<file path="config.mk">
export PLATFORM = sky130hd
export DESIGN_NAME = audio_stream_ctrl
export DESIGN_NICKNAME = d
export VERILOG_FILES = /design/src/rtl/audio_pkg.sv /design/src/rtl/audio_stream_ctrl_sat_cnt.sv /design/src/rtl/audio_stream_ctrl.sv
export SDC_FILE = /design/constraint.sdc
export NUM_CORES = 1
export LEC_CHECK = 0
export BUFFER_PORTS_ARGS = -buffer_cell sky130_fd_sc_hd__buf_4
export CAP_MARGIN = 20
export CORE_UTILIZATION = 48
export CTS_CLUSTER_SIZE = 24
export DETAILED_ROUTE_END_ITERATION = 16
export PLACE_DENSITY_LB_ADDON = 0.3
export SYNTH_ARGS = -nofsm -noshare
export SYNTH_HDL_FRONTEND = slang
export SYNTH_HIERARCHICAL = 1
export SYNTH_SLANG_ARGS = --single-unit
</file>
<file path="constraint.sdc">
create_clock -name clk -period 2.2 [get_ports clk]
set_input_delay 0.55 -clock clk [delete_from_list [all_inputs] [get_ports clk]]
set_output_delay 0.55 -clock clk [all_outputs]
set_load 0.005 [all_outputs]
</file>
<file path="src/rtl/audio_pkg.sv">
// Shared types and constants for the WM8731 audio stream sequencer.
package audio_pkg;

    localparam int WORD_W = 32;

    typedef enum logic [1:0] {
        IDLE,
        WAIT,
        FETCH,
        LOAD
    } state_t;

endpackage

</file>
<file path="src/rtl/audio_stream_ctrl_sat_cnt.sv">
// Saturating event counter with a synchronous clear that beats a same-cycle increment.
module sat_cnt #(
    parameter int CW = 8
) (
    input  logic          clk,
    input  logic          reset,
    input  logic          inc,
    input  logic          clr,
    output logic [CW-1:0] count
);

    localparam logic [CW-1:0] MAX = '1;

    always_ff @(posedge clk or negedge reset) begin
        if (!reset) begin
            count <= '0;
        end else if (clr) begin
            count <= '0;
        end else if (inc && (count != MAX)) begin
            count <= count + 1'b1;
        end
    end

endmodule

</file>
<file path="src/rtl/audio_stream_ctrl.sv">
// Frame-synchronous sequencer between the WM8731 sample FIFOs and the I2S serializer/deserializer.
module audio_stream_ctrl
    import audio_pkg::*;
#(
    parameter int B  = WORD_W,
    parameter int CW = 8
) (
    input  logic          clk,
    input  logic          reset,
    input  logic          enable,
    input  logic          lrck,
    input  logic          play_empty,
    input  logic [B-1:0]  play_data,
    output logic          play_rd,
    output logic [B-1:0]  dac_word,
    output logic          dac_load,
    input  logic [B-1:0]  adc_word,
    input  logic          adc_valid,
    input  logic          rec_full,
    output logic          rec_wr,
    output logic [B-1:0]  rec_data,
    input  logic          clr_cnt,
    output logic [CW-1:0] underrun_cnt,
    output logic [CW-1:0] overrun_cnt
);

    state_t state;
    logic   lrck_d;
    logic   fall;
    logic   fetch;
    logic   underrun;
    logic   overrun;
    logic   rec_accept;

    assign fall       = lrck_d & ~lrck;
    assign fetch      = (state == FETCH);
    // Pop strobe is decoded from the current state so the FIFO head is consumed in the same cycle it is latched.
    assign play_rd    = fetch & ~play_empty;
    assign underrun   = fetch & play_empty;
    assign rec_accept = adc_valid & enable & ~rec_full;
    assign overrun    = adc_valid & enable & rec_full;

    // NOTE: sequential state uses non-blocking assignments so every register samples pre-edge values.
    always_ff @(posedge clk or negedge reset) begin
        if (!reset) begin
            lrck_d <= 1'b0;
        end else begin
            lrck_d <= lrck;
        end
    end

    always_ff @(posedge clk or negedge reset) begin
        if (!reset) begin
            state    <= IDLE;
            dac_load <= 1'b0;
            dac_word <= '0;
        end else begin
            dac_load <= 1'b0;
            case (state)
                IDLE:  if (enable) state <= WAIT;
                WAIT: begin
                    if (!enable)   state <= IDLE;
                    else if (fall) state <= FETCH;
                end
                FETCH: begin
                    state    <= LOAD;
                    dac_load <= 1'b1;
                    dac_word <= play_empty ? '0 : play_data;
                end
                LOAD:    state <= enable ? WAIT : IDLE;
                default: state <= IDLE;
            endcase
        end
    end

    always_ff @(posedge clk or negedge reset) begin
        if (!reset) begin
            rec_wr   <= 1'b0;
            rec_data <= '0;
        end else begin
            rec_wr <= rec_accept;
            if (rec_accept) rec_data <= adc_word;
        end
    end

    sat_cnt #(.CW(CW)) u_underrun (
        .clk   (clk),
        .reset (reset),
        .inc   (underrun),
        .clr   (clr_cnt),
        .count (underrun_cnt)
    );

    sat_cnt #(.CW(CW)) u_overrun (
        .clk   (clk),
        .reset (reset),
        .inc   (overrun),
        .clr   (clr_cnt),
        .count (overrun_cnt)
    );

endmodule

</file>
Word level (Yosys, flattened, before mapping) --
Index checks and enable logic that the tools add are counted.
Word-level totals: register bits 85, input port bits 72, output and inout bits 83
Cells by class: add/sub/neg operators 2, equal/unequal tests 7, multiplexer cells 11, bitwise gates (word level) 9, reduce and logical (&&, ||, !) cells 6
Operator list (count):
- $mux W32 | 1
- $mux W8 | 4
- $add A8 B1 Y8 const B | 2
- $ne A8 B8 Y1 const B | 2
- $pmux W2 S4 | 1
- $and A1 B1 Y1 | 6
- $mux W2 | 3
- $eq A2 B2 Y1 const B | 2
- $reduce_bool A2 Y1 | 2
- $ne A3 B3 Y1 const B | 1
- $not A1 Y1 | 3
- $eq A2 B1 Y1 const B | 1
- $logic_and A1 B1 Y1 | 2
- $logic_not A2 Y1 | 1
- $mux W1 | 2
- $ne A2 B2 Y1 const B | 1
- $reduce_and A2 Y1 | 1

Longest topological paths before layout --
Gate-level depths: netlist of run 1.
word-level depth 5, depth in mapped cells 8, gate-level depth less buffers 6

Hierarchy --
Netlist of run 1, hierarchy kept.
Modules (own cells, without submodules):
- audio_stream_ctrl | times used 1, cells each 186, area each 2930.3 µm²
- sat_cnt | times used 2, cells each 49, area each 464.2 µm²

Worst setup path before layout of run 1 --
Ideal clock, no wire load.
path kind reg2reg, start register state[0], end register u_underrun.count[7], arrival 1.673 ns, data required time 2.106 ns, path slack 0.433 ns, cell stages (with the launch flop) 9, cell sequence dfrtp_1 nand2b_4 inv_2 buf_6 and2_1 buf_2 nand3_1 or3_1 a211oi_1
Between the ends: longest elaborated chain between the ends 4
RTL lines:
- start, declared | line audio_stream_ctrl.sv:27 | state_t state;
- start signal, assigned | line audio_stream_ctrl.sv:70 | LOAD: state <= enable ? WAIT : IDLE;
- $eq A2 B2 Y1 | line audio_stream_ctrl.sv:36 | assign fetch = (state == FETCH);
- via fetch | line audio_stream_ctrl.sv:30 | logic fetch;
- $and A1 B1 Y1 | line audio_stream_ctrl.sv:39 | assign underrun = fetch & play_empty;
- via underrun | line audio_stream_ctrl.sv:31 | logic underrun;
- $logic_and A1 B1 Y1 | line audio_stream_ctrl_sat_cnt.sv:19 | end else if (inc && (count != MAX)) begin
- $reduce_bool A2 Y1 (no source line)
- end signal, assigned | line audio_stream_ctrl_sat_cnt.sv:20 | count <= count + 1'b1;
- end, declared | line audio_stream_ctrl_sat_cnt.sv:9 | output logic [CW-1:0] count
The timed path passes the listed nets, and every way through them passes these cells. A chain may end at the register's enable or synchronous reset.

Final worst setup path of run 1 --
start register u_overrun.count[0], end register u_overrun.count[0]
Between the ends: longest elaborated chain between the ends 3
RTL lines (line):
- start, declared | audio_stream_ctrl_sat_cnt.sv:9
- start signal, assigned | audio_stream_ctrl_sat_cnt.sv:20
- $add A8 B1 Y8 / $ne A8 B8 Y1 (equally long branches) | audio_stream_ctrl_sat_cnt.sv:20, audio_stream_ctrl_sat_cnt.sv:19
- $mux W8 / $logic_and A1 B1 Y1 (equally long branches) | audio_stream_ctrl_sat_cnt.sv:19
- $mux W8 / $reduce_bool A2 Y1 (equally long branches)
Parallel ways exist; a longest one is shown, timed or not. The select of a mux whose other input is x is not followed.

==> impl_metrics.tcl, run 1 <==
set metrics [dict create \
    ys_async_rst_share_pct 100 \
    place_area_um2 5100 \
    yosysWarningCount 6 \
    run_status "complete, no violations" \
    overflow 0 \
    min_period_ps 1800 \
    dp.final_hpwl_mm 6.00 \
    design.die.area_um2 8400 \
    power.ir.vdd_worst_v 0.000430 \
    floorplan.core_area_um2 7770 \
    final_instance_area_um2 5280 \
    synth.yosys.seq_area_share_pct 55.1 \
    hold_ws_ps 116 \
    n_antenna_cell 0 \
    critical_path.endpoint_type "flip-flop" \
    timing.final.hold_violations 0 \
    netlist_instances 284 \
    synthAdderAreaFrac_pct 0.649 \
    synth_top_cell_by_area "sky130_fd_sc_hd__dfrtp_1" \
    avgViaCountPerCell 5.11 \
    cts_inserted_buffers 9 \
    cts_resized 0 \
    clock_insertion_delay_worst_skew_ps 350 \
    layout.nets 515 \
    area.growth.synth_to_final_pct 36.9 \
    setup_ws_ps 405 \
    cts.reportedPaths.clkPinSlew_ps 90 \
    die_w_um 91.7 \
    finalPower_mw 4.25 \
    detailed_route_wire_length_mm 8.34 \
    grt_max_degree 42 \
    fin_skew_ps 7.96 \
    nFillCells 578 \
    holdCritPathClass "input pin to asynchronous set/reset pin" \
    via_count 2798 \
    worst_r2r_path_depth 4 \
    rsz_0062_raised_after_global_routing "no" \
    tritoncts_clock_tree "done" \
    synth-main-ff-cell "sky130_fd_sc_hd__dfrtp_1" \
    synth_edf_count 0 \
    antenna_found_initial 0 \
    worst-slew-pin-transition_ps 418 \
    clock_tree.htree_level_count 3 \
    layout.cells.non_filler 548 \
    gpl.final_weighted_congestion 0.820 \
    floorplan.initialDensity_pct 49.7 \
    postRouteAntennaNets 0 \
    cts_hold_buf 0 \
    first_iter_violations 64 \
    die_h_um 91.7 \
    grt_pass1_wl_mm 14.0 \
    root_buffer "sky130_fd_sc_hd__clkbuf_8" \
    synth.area.mux_share_pct 23.2 \
    fraction_of_synthesized_cell_area_in_xor_and_xnor_cells_pct 0 \
    reported_max_cap_violation_count 0 \
    netlist_area_um2 3860 \
    cts_max_path_buffers 2 \
    io-pin-count 155 \
    leakage_nw 2.68 \
    gr-usage-all-layers_pct 21.2 \
    port-buffer-count 154 \
    synthesized_area_divided_by_synthesized_cell_count_um2 13.6 \
    synth_commonest_cells "85 x sky130_fd_sc_hd__dfrtp_1, 38 x sky130_fd_sc_hd__nor2b_1, 37 x sky130_fd_sc_hd__mux2_2" \
    max-slew-margin-rel_pct 71.4 \
    p_per_area_nw_per_um2 805 \
    arrival_ps 2030 \
    drt-pass1-iter-count 4 \
    cell_count_after_placement 532 \
    clock_sink_count 85 \
    required_ps 2440 \
    min_period_over_period_pct 81.6 \
    floorplan.rows 32 \
    final-setup-viol-count 0 \
    fraction_of_final_layout_cells_sized_beyond_drive_strength_1_pct 55.4 \
    routedWlPerCell_um 15.2 \
    final.setup.tns_ps 0 \
    cts_setup_buffers 0 \
    synth_seq_cells 85 \
    start_kind "flip-flop" \
    cp_max_fo 7 \
    yosys.area_share.simple_pct 14.5 \
    maxClockFrequency_mhz 557 \
    yosys.cell_count.top_type "sky130_fd_sc_hd__dfrtp_1" \
    synth.top_cells.by_area "sky130_fd_sc_hd__dfrtp_1 55%, sky130_fd_sc_hd__mux2_4 11%, sky130_fd_sc_hd__mux2_2 11%" \
    synthesis.nets 358 \
    place_worst_setup_slack_ps 254 \
    main_combinational_cell_family_by_area_after_synthesis "multiplexers" \
    yosysTopAreaCellShare_pct 55.1 \
    synth_cell_type_count 37 \
    crit_type "flip-flop to flip-flop" \
    first_global_vias 2987 \
    final_core_occ_pct 68.0 \
    drc 0 \
    final-max-slew-violation-count 0 \
    synth-compound-area-share_pct 3.40 \
]
==> final timing paths <==
kind / slack, ps / from / endpoint
worst max-delay path: 400 / u_overrun/count[0] / u_overrun/count[0]
worst min-delay path: 120 / reset / dac_word[25]
worst max register to register: 400 / u_overrun/count[0] / u_overrun/count[0]
worst min register to register: 490 / dac_word[0] / dac_word[0]
max in group asynchronous: 1500 / reset / rec_data[20]
min in group clk: 320 / lrck / lrck_d
==> power breakdown <==
group	switching (mW)	internal, mW	total (mW)
logic	0.359	0.802	1.16
clock network	0.539	0.467	1.01
registers	0.188	1.89	2.08
total	1.09	3.16	4.25
==> sequential cells by signal, indices dropped and copies added, names as in the netlist, named ones only <==
| signal | cells |
|---|---|
| dac_word | 32 |
| u_overrun/count | 8 |
| u_underrun/count | 8 |
| lrck_d | 1 |
| rec_wr | 1 |
| state | 1 |
| dac_load | 1 |
| rec_data | 32 |
==> worst max-delay path: stages, from the launching register on <==
cell and delay, ps:
sky130_fd_sc_hd__dfrtp_1 450, sky130_fd_sc_hd__ha_1 330, sky130_fd_sc_hd__and4_2 310, sky130_fd_sc_hd__a21boi_1 230, sky130_fd_sc_hd__mux2_2 370
==> logic make-up after synthesis <==
kind of cell             Yosys count
buffers and inverters             19
multiplexers                      70
adder cells (fa/ha/maj)            2
AO/OA/AOI/OAI                     20
flip-flops                        85
AND/OR/NAND/NOR                   88
==> placed cells by master, fill, tap and decap left out, types with 2 or more instances in the layout <==
cell	synthesis	final
sky130_fd_sc_hd__nor3_1	8	8
sky130_fd_sc_hd__ha_1	2	2
sky130_fd_sc_hd__nor4_1	2	2
sky130_fd_sc_hd__mux2i_1	2	2
sky130_fd_sc_hd__a21boi_1	2	2
sky130_fd_sc_hd__mux2_2	37	37
sky130_fd_sc_hd__o21ai_0	3	3
sky130_fd_sc_hd__nor2_1	5	5
sky130_fd_sc_hd__a41oi_1	2	2
sky130_fd_sc_hd__mux2_4	29	29
sky130_fd_sc_hd__nand4_1	2	2
sky130_fd_sc_hd__and4_2	2	2
sky130_fd_sc_hd__and2_1	2	2
sky130_fd_sc_hd__inv_1	5	5
sky130_fd_sc_hd__nor3b_1	2	2
sky130_fd_sc_hd__mux2_1	2	2
sky130_fd_sc_hd__a31oi_1	2	2
sky130_fd_sc_hd__nand2b_1	7	7
sky130_fd_sc_hd__buf_12	0	2
sky130_fd_sc_hd__dfrtp_1	85	85
sky130_fd_sc_hd__nand3_1	4	4
sky130_fd_sc_hd__nand3_2	2	2
sky130_fd_sc_hd__a21oi_1	6	6
sky130_fd_sc_hd__clkinv_2	0	3
sky130_fd_sc_hd__and4_1	2	2
sky130_fd_sc_hd__and3_1	3	3
sky130_fd_sc_hd__nor2b_1	38	38
sky130_fd_sc_hd__buf_4	0	157
sky130_fd_sc_hd__a211oi_1	2	2
sky130_fd_sc_hd__clkbuf_8	0	11
sky130_fd_sc_hd__nand2_1	4	4
sky130_fd_sc_hd__a2111oi_0	2	2
sky130_fd_sc_hd__or3_1	2	2
==> routing by layer <==
metal  GRT usage (%)  wire [um]  vias up
met5               0          0        -
met4            9.13        177        0
met3            5.06        526       15
met2            35.9       4280       96
met1            25.9       3360     1381
li1                -          -     1306
==> area by class of cell <==
class | instances | area [um2] | area share, %
sequential | 85 | 2130 | 40.3
multi-input combinational | 180 | 1610 | 30.5
timing repair buffer | 159 | 1220 | 23.1
clock buffer | 12 | 155 | 2.94
tap | 102 | 128 | 2.42
clock inverter | 4 | 22.5 | 0.426
inverter | 6 | 22.5 | 0.426
Power figures use the tool's default switching activity.
==> run 2: changes to the inputs <==
ABC_AREA = 1   (was default)
clock period = 1.8 ns   (was 2.2 ns; I/O delays follow)
==> run 2 against run 1 <==
Against the previous run: clock skew rose by 5.4 ps; cell count is 30% higher; non-clock buffer count increased by 4; global-route usage grew 2.5 points; register-to-register slack lost 140 ps; sequential power increased by 20%; utilization is 0.19 points higher; via count rose by 27%; clock power up 45%; critical path depth is the same; worst setup slack worse by 170 ps; hold slack got worse by 79 ps; critical path type is now flip-flop to output port.
==> impl_metrics.tcl, run 2 <==
set metrics [dict create \
    reg_top3 "dac_word (32), rec_data (32)" \
    antenna_found_initial 0 \
    ys_async_rst_share_pct 100 \
    reported_max_cap_violation_count 0 \
    worst-slew-pin-transition_ps 446 \
    root_buffer "sky130_fd_sc_hd__clkbuf_8" \
    netlist_instances 455 \
    synth_top_cell_by_area "sky130_fd_sc_hd__dfrtp_1" \
    design.die.area_um2 8380 \
    cts_inserted_buffers 9 \
    routedWlPerCell_um 13.3 \
    synth-main-ff-cell "sky130_fd_sc_hd__dfrtp_1" \
    postRouteAntennaNets 0 \
    detailed_route_wire_length_mm 9.48 \
    crit_type "flip-flop to output port" \
    p_per_area_nw_per_um2 989 \
    yosysWarningCount 6 \
    first_iter_violations 138 \
    port-buffer-count 154 \
    gpl.final_weighted_congestion 0.837 \
    maxClockFrequency_mhz 638 \
    final_core_occ_pct 68.2 \
    clock_insertion_delay_worst_skew_ps 350 \
    layout.nets 679 \
    min_period_ps 1570 \
    area.growth.synth_to_final_pct 37.0 \
    start_kind "flip-flop" \
    switching_power_mw 1.44 \
    slowest_delay_ps 360 \
    fin_skew_ps 13.4 \
    mostFrequentLayoutCells "183 x sky130_fd_sc_hd__nand2_1, 162 x sky130_fd_sc_hd__buf_4, 85 x sky130_fd_sc_hd__dfrtp_1" \
    worst_r2r_path_depth 7 \
    overflow 0 \
    r2r_startpoint "u_underrun/count[0]" \
    critical_path.endpoint_type "output port" \
    io-pin-count 155 \
    netlist_area_um2 3850 \
    route.met3.wl_um 681 \
    final.setup.tns_ps 0 \
    clock_tree.htree_level_count 3 \
    final-setup-viol-count 0 \
    rsz_0062_raised_after_global_routing "no" \
    avgViaCountPerCell 5.01 \
    clock_sink_count 85 \
    wl_met2_mm 4.65 \
    rrSetupSlack_ps 260 \
    gr-usage-all-layers_pct 23.7 \
    seq_power_share_pct 47.9 \
    n_antenna_cell 0 \
    grt_max_degree 43 \
    floorplan.initialDensity_pct 49.8 \
    max-slew-margin-rel_pct 70.2 \
    tritoncts_clock_tree "done" \
    die_w_um 91.5 \
    synth_seq_cells 85 \
    yosys.cell_count.top_type "sky130_fd_sc_hd__nand2_1" \
    holdCritPathClass "input pin to asynchronous set/reset pin" \
    synth_edf_count 0 \
    layout_commonest_cell "sky130_fd_sc_hd__nand2_1" \
    critical-path-slowest-cell "sky130_fd_sc_hd__dfrtp_1" \
    fraction_of_final_layout_cells_sized_beyond_drive_strength_1_pct 32.0 \
    final-max-slew-violation-count 0 \
    cts_setup_buffers 0 \
    setup_ws_ps 232 \
    via_count 3566 \
    cts_resized 0 \
    arrival_ps 1120 \
    synthesized_area_divided_by_synthesized_cell_count_um2 8.46 \
    cts.reportedPaths.clkPinSlew_ps 90 \
    top_layer "met4" \
    min_period_over_period_pct 87.1 \
    p_sw_share_pct 27.6 \
    place_worst_setup_slack_ps 114 \
    synth_cell_type_count 23 \
    cts_hold_buf 0 \
    worst_r2r_endpoint "u_underrun/count[7]" \
    met1_length_mm 4.00 \
    leakage_nw 2.82 \
    synth.yosys.seq_area_share_pct 55.3 \
    drt-pass1-iter-count 4 \
    timing.final.hold_violations 0 \
    synth_commonest_cells "183 x sky130_fd_sc_hd__nand2_1, 85 x sky130_fd_sc_hd__dfrtp_1, 32 x sky130_fd_sc_hd__nand4_1, 32 x sky130_fd_sc_hd__o21ai_0, 27 x sky130_fd_sc_hd__inv_1" \
    synthesis.nets 529 \
    power_report.internal_total_mw 3.77 \
    synth.top_cells.by_area "sky130_fd_sc_hd__dfrtp_1 55%, sky130_fd_sc_hd__nand2_1 18%, sky130_fd_sc_hd__nand4_1 5.2%" \
    cts_max_path_buffers 2 \
    cp_max_fo 4 \
    drc 0 \
    yosysTopAreaCellShare_pct 55.3 \
    floorplan.core_area_um2 7730 \
    required_ps 1350 \
    dp.final_hpwl_mm 6.81 \
    first_global_vias 3335 \
    critical_path.cell_chain "inv_1, nand2_2, nor2_1, buf_4" \
    power_frac_comb_pct 24.1 \
    run_status "complete, no violations" \
    pwr-share-clk_pct 28.0 \
    grt_pass1_wl_mm 15.7 \
    die_h_um 91.5 \
    floorplan.rows 32 \
    power.ir.vdd_worst_v 0.000589 \
]
-- run 2: cell count changes after synthesis, sizes merged, moves of 4 or more --
| cell | before | now |
|---|---|---|
| nand2b | 8 | 0 |
| buf | 11 | 22 |
| mux2 | 68 | 0 |
| nand3 | 6 | 20 |
| inv | 6 | 28 |
| o21ai | 3 | 35 |
| o21bai | 0 | 4 |
| nor3 | 8 | 4 |
| nand2 | 4 | 190 |
| a21oi | 6 | 10 |
| nand4 | 2 | 32 |
| nor2b | 38 | 0 |
| and4 | 4 | 0 |
| nor2 | 5 | 19 |
-- run 2: logic make-up after synthesis --
group                    share of synthesized area [%]
buffers and inverters                             7.22
AND/OR/NAND/NOR                                   30.0
flip-flops                                        55.3
adder cells (fa/ha/maj)                          0.650
AO/OA/AOI/OAI                                     6.83
-- run 2: how the worst max path moves through the flow --
stage                              startpoint                   to  depth (start not counted)
final                                state[0]              play_rd                          4
after CTS                            state[0]              play_rd                          4
after floorplan                     adc_valid   u_overrun/count[7]                          9
after detailed placement             rec_full         rec_data[27]                          6
after global routing      u_underrun/count[1]  u_underrun/count[7]                          7
after global placement               rec_full         rec_data[15]                          6
-- run 2: power groups by stage --
stage / clock, mW / sequential [mW] / combinational (mW)
final: 1.46 / 2.50 / 1.26
after global routing: 1.55 / 2.54 / 1.40
after CTS: 1.48 / 2.50 / 1.28
after detailed placement: 0 / 2.52 / 1.28
after global placement: 0 / 2.52 / 1.24
after floorplan: 0 / 2.54 / 0.406
-- run 2: final cells by class --
| class | instances | area, um2 |
|---|---|---|
| Clock inverter | 6 | 86.3 |
| Clock buffer | 10 | 128 |
| Multi-Input combinational cell | 316 | 1440 |
| Tap cell | 102 | 128 |
| Sequential cell | 85 | 2130 |
| Fill cell | 643 | 2460 |
| Inverter | 30 | 123 |
| Timing Repair Buffer | 163 | 1240 |
-- run 2: per-layer routing --
metal	global-route usage (%)	vias up
met5	0	-
met3	5.53	15
met2	38.5	130
met1	31.0	1652
li1	-	1769
met4	8.47	0
-- run 2: metrics by stage --
stage / instances / cell area [um2] / hold WS, ps / total power, mW
after global routing: 712 / 5270 / 62.7 / 5.50
final: 712 / 5270 / 37.3 / 5.21
after detailed placement: 696 / 5060 / 427 / 3.81
after CTS: 712 / 5270 / 44.6 / 5.26
after floorplan: 455 / 3850 / 154 / 2.95
after global placement: 696 / 5060 / 422 / 3.76
-- run 2: worst max-delay path, delay by kind of cell, from the launching register on --
| kind | cells | cell delay, ps |
|---|---|---|
| flops | 1 | 360 |
| buf+inv | 2 | 220 |
| simple gates | 2 | 210 |
